==> config.mk <==
export PLATFORM = sky130hd
export DESIGN_NAME = or_stim_sequencer
export DESIGN_NICKNAME = d
export VERILOG_FILES = /design/src/rtl/or_stim_sequencer.sv
export SDC_FILE = /design/constraint.sdc
export NUM_CORES = 1
export LEC_CHECK = 0
export CAP_MARGIN = 20
export CORE_UTILIZATION = 50
export DETAILED_ROUTE_END_ITERATION = 8
export GPL_ROUTABILITY_DRIVEN = 0
export PLACE_DENSITY_LB_ADDON = 0.2
export SETUP_SLACK_MARGIN = 0.05
export SLEW_MARGIN = 20
export SYNTH_ARGS = -nofsm -noshare
export SYNTH_HDL_FRONTEND = slang
export SYNTH_SLANG_ARGS = --single-unit
==> constraint.sdc <==
create_clock -name clk -period 3.21 [get_ports clk]
set_clock_uncertainty 0.2 [all_clocks]
set_input_delay 0.642 -clock clk [delete_from_list [all_inputs] [get_ports clk]]
set_output_delay 0.642 -clock clk [all_outputs]
set_load 0.01 [all_outputs]
==> src/rtl/or_stim_sequencer.sv <==
// or_stim_sequencer: sweeps every WIDTH-bit pattern into an OR gate and counts wrong OR-reductions.
module or_stim_sequencer #(
  parameter int WIDTH       = 3,
  parameter int HOLD_CYCLES = 5,
  parameter int ERR_W       = 8
) (
  input  logic             clk,
  input  logic             rst,
  input  logic             in_start,
  input  logic             in_pause,
  input  logic             in_result,
  output logic [WIDTH-1:0] out_pattern,
  output logic             out_busy,
  output logic             out_done,
  output logic [ERR_W-1:0] out_err_cnt,
  output logic             out_pass
);
  localparam int HW = HOLD_CYCLES > 1 ? $clog2(HOLD_CYCLES) : 1;
  typedef enum logic [1:0] {IDLE, DRIVE, DONE} state_t;
  state_t state, state_n;
  logic [HW-1:0] hold_cnt, hold_n;
  logic [WIDTH-1:0] pat_n;
  logic [ERR_W-1:0] err_n;
  logic last, miss;
  always_comb begin
    last = hold_cnt == HW'(HOLD_CYCLES - 1);
    miss = in_result != |out_pattern;
    state_n = state;
    pat_n = out_pattern;
    hold_n = hold_cnt;
    err_n = out_err_cnt;
    case (state)
      IDLE, DONE: if (in_start) begin
        state_n = DRIVE;
        pat_n = '0;
        hold_n = '0;
        err_n = '0;
      end
      DRIVE: if (!in_pause) begin
        if (last) begin
          err_n = (miss && !(&out_err_cnt)) ? out_err_cnt + 1'b1 : out_err_cnt;
          state_n = &out_pattern ? DONE : DRIVE;
          pat_n = &out_pattern ? out_pattern : out_pattern + 1'b1;
          hold_n = '0;
        end else hold_n = hold_cnt + 1'b1;
      end
      default: state_n = IDLE;
    endcase
  end
  always_ff @(posedge clk) begin
    if (rst) begin
      state <= IDLE;
      out_pattern <= '0;
      hold_cnt <= '0;
      out_err_cnt <= '0;
      out_busy <= 1'b0;
      out_done <= 1'b0;
      out_pass <= 1'b0;
    end else begin
      state <= state_n;
      out_pattern <= pat_n;
      hold_cnt <= hold_n;
      out_err_cnt <= err_n;
      out_busy <= state_n == DRIVE;
      out_done <= state_n == DONE;
      out_pass <= state_n == DONE && err_n == '0;
    end
  end
endmodule

==> results.tsv, run 1 <==
metric	value	unit
Clock Root Buffer	clkbuf_4	
vias in the first global route	773	
buffers inserted by post-CTS timing repair	0	
clock latency at the later pin of the worst-skew pair	0.29	ns
crit end category	flip-flop	
worst hold path class	flip-flop to flip-flop	
final WL	2.22	mm
Post-Syn Nets	141	
Net Sw Frac	0.244	
fin crit share	0.836	
hold worst-path end	out_pattern[2]	
RSZ-0062 raised after global routing	false	
die area	2260	µm²
ant diodes	0	
CTS sink count	19	
effective utilization at floorplan	0.529	
worst vdd ir	0.195	mV
top-area cell type share of the netlist area	0.366	
Synth async-reset ratio	0	
Vias/cell	5.46	
htree depth	1	
core area	1960	µm²
sw power	97.8	µW
via count	966	
Hold Path Depth	2	
r2r setup slk	0.79	ns
sequential element share of the synthesized area	0.366	
synth warn	0	
internal power	303	µW
initial drt markers	21	
status	completed	
Synth Flop Type	dfxtp_1	
most frequent cell after synthesis	nor2_1	
Post-DP HPWL	1.61	mm
hold path startpoint	out_pattern[2]	
Core Util, Final	0.650	
Final Hold Vio Count	0	
Layout Nets	162	
routed wl met2	1.04	mm
CP required	3.23	ns
GRT Residual Overflow	0	
CTS tree	done	
DRC Markers	0	
largest net degree at the start of global routing	19	
DRT Pass-1 Iters	4	
top cells by count, synth	20 x nor2_1, 19 x dfxtp_1, 15 x nand2_1	
Fin Setup TNS	0	ns
startpoint type of the worst setup path	input pin	
initial antenna violation count	0	
#FFs+latches synth	19	
total CTS buffers	3	
Max Clock Freq	373	MHz
Ports	19	
CP arrival	2.70	ns
Clock Path Buffers	2	
Fillers	179	
Avg Inst Size Synth	7.99	µm²
die span in y	47.6	µm
max_cap viols	0	
Yosys cell types	39	
post-layout min period	2.68	ns
# resized after CTS	0	
Gate Count Post-Synth	130	
GRT Util Overall	0.210	
die width	47.6	µm
M1 wire length	1.09	mm
top cells by area, synth	dfxtp_1 37%, ha_1 7.2%, nor2_1 7.2%	
Clock power frac	0.307	
kind of critical path	input pin to flip-flop	
R2R cell count	8	
first-pass GRT wire length	3.35	mm
actual slew at the worst max-slew pin	0.460	ns
Post-CTS Hold Fix Bufs	0	
Site Rows	16	
post-synth top area cell	dfxtp_1	
LEAKAGE	0.460	nW
Pins Over Slew Limit	0	
Post-DRT Antenna Nets	0	
logic gate share of total power	0.093	
layout cells sized above 1	0.0733	
# setup viols final	0	
Worst R2R Start	hold_cnt[0]	
cell area after synthesis	1040	µm²
Critical R2R Capture	out_pass	
Post-synth EDFFs	0	
Port Buffers	18	
Worst-path clk slew	0.11	ns
area growth from synthesis to layout	22.8	%
P per Cell Area	315	nW/µm²
critical path peak fanout	6	
Rel. slew slack	0.693	
register share of total power	0.601	
wire per inst	12.5	µm
DR top layer	met4	
WL met3	76	µm
## metrics by stage
stage | setup WS [ns] | power [mW] | cell area (µm²) | std cells | hold slack (ns)
floorplan | 0.788 | 0.271 | 1040 | 130 | 0.263
global placement | 0.254 | 0.283 | 1250 | 173 | 0.271
detailed placement | 0.215 | 0.283 | 1250 | 173 | 0.280
CTS | 0.520 | 0.403 | 1270 | 177 | 0.292
global route | 0.427 | 0.418 | 1270 | 177 | 0.326
finish | 0.527 | 0.401 | 1270 | 177 | 0.294
## cells in the final DEF, fill, tap and decap left out, types with 2 or more instances in the layout
cell	n
a21oi_1	9
buf_4	3
clkbuf_4	3
clkdlybuf4s50_1	18
dfxtp_1	19
ha_1	6
inv_1	4
mux2i_1	2
nand2_1	15
nand2b_1	4
nand3_1	7
nor2_1	20
nor2b_1	4
nor3_1	3
o211ai_1	2
o21ai_0	4
o31a_1	2
or3_1	2
## logic make-up (layout without fill, tap and decap cells)
family,Yosys count,in the layout,share of synthesized area
mux,2,2,0.0193
fa+ha+maj,6,6,0.0723
flops,19,19,0.366
xor+xnor,1,1,0.00844
compound gates,27,27,0.170
buf+inv,9,29,0.0397
simple gates,66,66,0.324
## state kept, by name, indices dropped and copies added, names as in the netlist
| name | count |
|---|---|
| out_done | 1 |
| out_err_cnt | 8 |
| hold_cnt | 3 |
| state | 2 |
| out_busy | 1 |
| out_pass | 1 |
| out_pattern | 3 |
## metal layers
metal,global-route usage,vias to the layer above
li1,-,492
met1,0.289,453
met2,0.323,19
met3,0.0415,2
met4,0.0833,0
met5,0,-
## power by group through the flow
stage / combinational, mW / sequential, mW / clock [mW]
4_1_cts: 0.0373 / 0.241 / 0.125
5_1_grt: 0.0416 / 0.241 / 0.135
6_report: 0.0372 / 0.241 / 0.123
3_5_place_dp: 0.0372 / 0.246 / 0
3_3_place_gp: 0.0367 / 0.246 / 0
2_1_floorplan: 0.0242 / 0.246 / 0
## worst max-delay path, stage by stage
cell and delay (ns):
clkdlybuf4s50_1 0.44, and3b_2 0.28, nand2_2 0.09, or4_4 0.57, o31a_1 0.25, a21o_1 0.20, nor4_2 0.22
## final cells by class
class,count,area (µm²),area share
Timing Repair Buffer,21,203,0.159
Inverter,4,15.0,0.0118
Clock buffer,4,26.3,0.0206
Multi-Input combinational cell,102,617,0.484
Tap cell,27,33.8,0.0265
Sequential cell,19,380,0.298
## worst max path at each step
stage,startpoint,end,slack [ns],cells past startpoint
floorplan,in_pause,out_pass,0.79,6
global placement,in_pause,out_pass,0.25,7
detailed placement,in_pause,out_pass,0.21,7
CTS,in_pause,out_pass,0.52,7
global route,in_pause,out_pass,0.43,7
finish,in_pause,out_pass,0.53,7
(Power assumes the default switching activity.)
==> inputs of run 2 (changes only) <==
==> constraint.sdc (replaced) <==
create_clock -name clk -period 2.65 [get_ports clk]
set_clock_uncertainty 0.2 [all_clocks]
set_input_delay 0.53 -clock clk [delete_from_list [all_inputs] [get_ports clk]]
set_output_delay 0.53 -clock clk [all_outputs]
set_load 0.01 [all_outputs]
==> run 2 against run 1 <==
  * Global-route usage grew 0.39 points
  * Total power grew 21%
  * Utilization grew 1.5 points
  * Cell count grew 2.3%
  * Sequential power grew 21%
  * Critical path depth is the same
  * Clock-buffer cell count is the same
  * Sequential share of layout area shrank 0.69 points
  * Non-clock buffer count grew 4
  * Hold slack gained 0.0098 ns
  * Clock power grew 21%
  * Combinational power grew 25%
  * Critical endpoint unchanged
  * Largest power group unchanged
==> results.tsv, run 2 (same netlist as run 1, synthesis figures left out) <==
metric	value	unit	change
LEAKAGE	0.477	nW	was 0.460 nW
startpoint type of the worst setup path	input pin		unchanged
GRT Util Overall	0.214		was 0.210
clock latency at the later pin of the worst-skew pair	0.30	ns	was 0.29 ns
Clock Root Buffer	clkbuf_4		unchanged
# setup viols final	0		unchanged
most common cell after layout, fill and taps aside	nor2_1		unchanged
max reg flops	8		unchanged
commonest cells after routing, fill and taps aside	20 x nor2_1, 19 x dfxtp_1, 18 x clkdlybuf4s50_1		unchanged
Largest Register	out_err_cnt		unchanged
CP required	2.67	ns	was 3.23 ns
ant diodes	0		unchanged
r2r setup slk	0.25	ns	was 0.79 ns
status	completed		unchanged
P per Cell Area	373	nW/µm²	was 315 nW/µm²
routing usage on met3	0.0340		was 0.0415
Setup WS pre-CTS	-0.164	ns	was 0.215 ns
GRT Residual Overflow	0		unchanged
Clock Path Buffers	2		unchanged
actual slew at the worst max-slew pin	0.467	ns	was 0.460 ns
area of the multi-input gates	617	µm²	unchanged
Worst-path clk slew	0.10	ns	was 0.11 ns
Worst R2R Start	hold_cnt[0]		unchanged
Port Buffers	18		unchanged
crit-path cells	clkdlybuf4s50_1 -> and3b_2 -> nand2_2 -> or4_4 -> o31a_1 -> a21o_1 -> nor4_2		unchanged
Layout Nets	166		was 162
busiest grt layer	met2		unchanged
Pins Over Slew Limit	0		unchanged
Rel. slew slack	0.688		was 0.693
core area	1960	µm²	unchanged
hold path startpoint	out_pattern[2]		unchanged
Ports	19		unchanged
CTS tree	done		unchanged
RSZ-0062 raised after global routing	false		unchanged
DRC Markers	0		unchanged
Fillers	198		was 179
GR Layer Usage met2	0.353		was 0.323
WHS	0.303	ns	was 0.294 ns
R2R cell count	8		unchanged
via count	985		was 966
CTS sink count	19		unchanged
kind of critical path	input pin to flip-flop		unchanged
Setup WS post-layout	0.133	ns	was 0.527 ns
largest net degree at the start of global routing	18		was 19
# resized after CTS	0		unchanged
largest registers	out_err_cnt x8, hold_cnt x3, out_pattern x3		unchanged
Core Util, Final	0.665		was 0.650
final WL	2.21	mm	was 2.22 mm
DRT Pass-1 Iters	4		unchanged
total CTS buffers	3		unchanged
CP arrival	2.54	ns	was 2.70 ns
Max Clock Freq	397	MHz	
worst hold path class	flip-flop to flip-flop		unchanged
die width	47.6	µm	unchanged
initial drt markers	22		was 21
grt met1 use	0.259		was 0.289
Critical R2R Capture	out_pass		unchanged
hold worst-path end	out_pattern[2]		unchanged
max_cap viols	0		unchanged
buffers inserted by post-CTS timing repair	0		unchanged
crit end category	flip-flop		unchanged
Hold Path Depth	2		unchanged
critical path peak fanout	3		was 6
Power Total	487	µW	was 401 µW
Reg area	380	µm²	unchanged
slowest stage delay, CP	0.56	ns	was 0.57 ns
die span in y	47.6	µm	unchanged
Vias/cell	5.44		was 5.46
layout cells sized above 1	0.0974		was 0.0733
worst vdd ir	0.305	mV	was 0.195 mV
effective utilization at floorplan	0.529		unchanged
Site Rows	16		unchanged
fin crit share	0.950		
initial antenna violation count	0		unchanged
vias in the first global route	785		was 773
Post-CTS Hold Fix Bufs	0		unchanged
htree depth	1		unchanged
Final Hold Vio Count	0		unchanged
Post-DP HPWL	1.68	mm	was 1.61 mm
die area	2260	µm²	unchanged
post-layout min period	2.52	ns	
area growth from synthesis to layout	25.7	%	was 22.8%
Post-DRT Antenna Nets	0		unchanged
wire per inst	12.2	µm	was 12.5 µm
first-pass GRT wire length	3.26	mm	was 3.35 mm
Slowest-stage cell, CP	or4_4		unchanged
run 2: changes by cell type in the layout (fill, tap and decap cells not counted), sizes merged:
cell,before,now
buf,3,7
run 2: critical path, delay by kind of cell:
| kind | cells | cell delay [ns] |
|---|---|---|
| AND/OR/NAND/NOR | 4 | 1.12 |
| buffers and inverters | 1 | 0.43 |
| AO/OA/AOI/OAI | 2 | 0.45 |
run 2: final cells by class:
type,count,share of cell area
Multi-Input combinational cell,102,0.473
Sequential cell,19,0.291
Timing Repair Buffer,25,0.178
Tap cell,27,0.0259
Clock buffer,4,0.0201
Inverter,4,0.0115
run 2: through the flow:
stage	std cells	instance area, µm²	TNS, ns
finish	181	1310	0
global route	181	1310	0
CTS	181	1310	0
detailed placement	177	1280	-0.518
global placement	177	1280	-0.446
floorplan	130	1040	0
run 2: power by group:
| group | total [mW] | switching (mW) | internal [mW] |
|---|---|---|---|
| Clock | 0.149 | 0.0898 | 0.0588 |
| Sequential | 0.292 | 0.00250 | 0.289 |
| Combinational | 0.0466 | 0.0264 | 0.0203 |
| Total | 0.487 | 0.119 | 0.368 |
run 2: worst max path at each step:
stage	startpoint	to	slack [ns]	cells after the start
after global placement	in_pause	out_pass	-0.15	7
after floorplan	in_pause	out_pass	0.34	6
after CTS	in_pause	out_pass	0.14	7
final	in_pause	out_pass	0.13	7
after global routing	in_pause	out_pass	0.07	7
after detailed placement	in_pause	out_pass	-0.16	7
run 2: metal layers:
layer / wire (µm) / vias to the layer above
li1: - / 507
met1: 1020 / 449
met2: 1050 / 24
met3: 101 / 5
met4: 43 / 0
met5: 0 / -
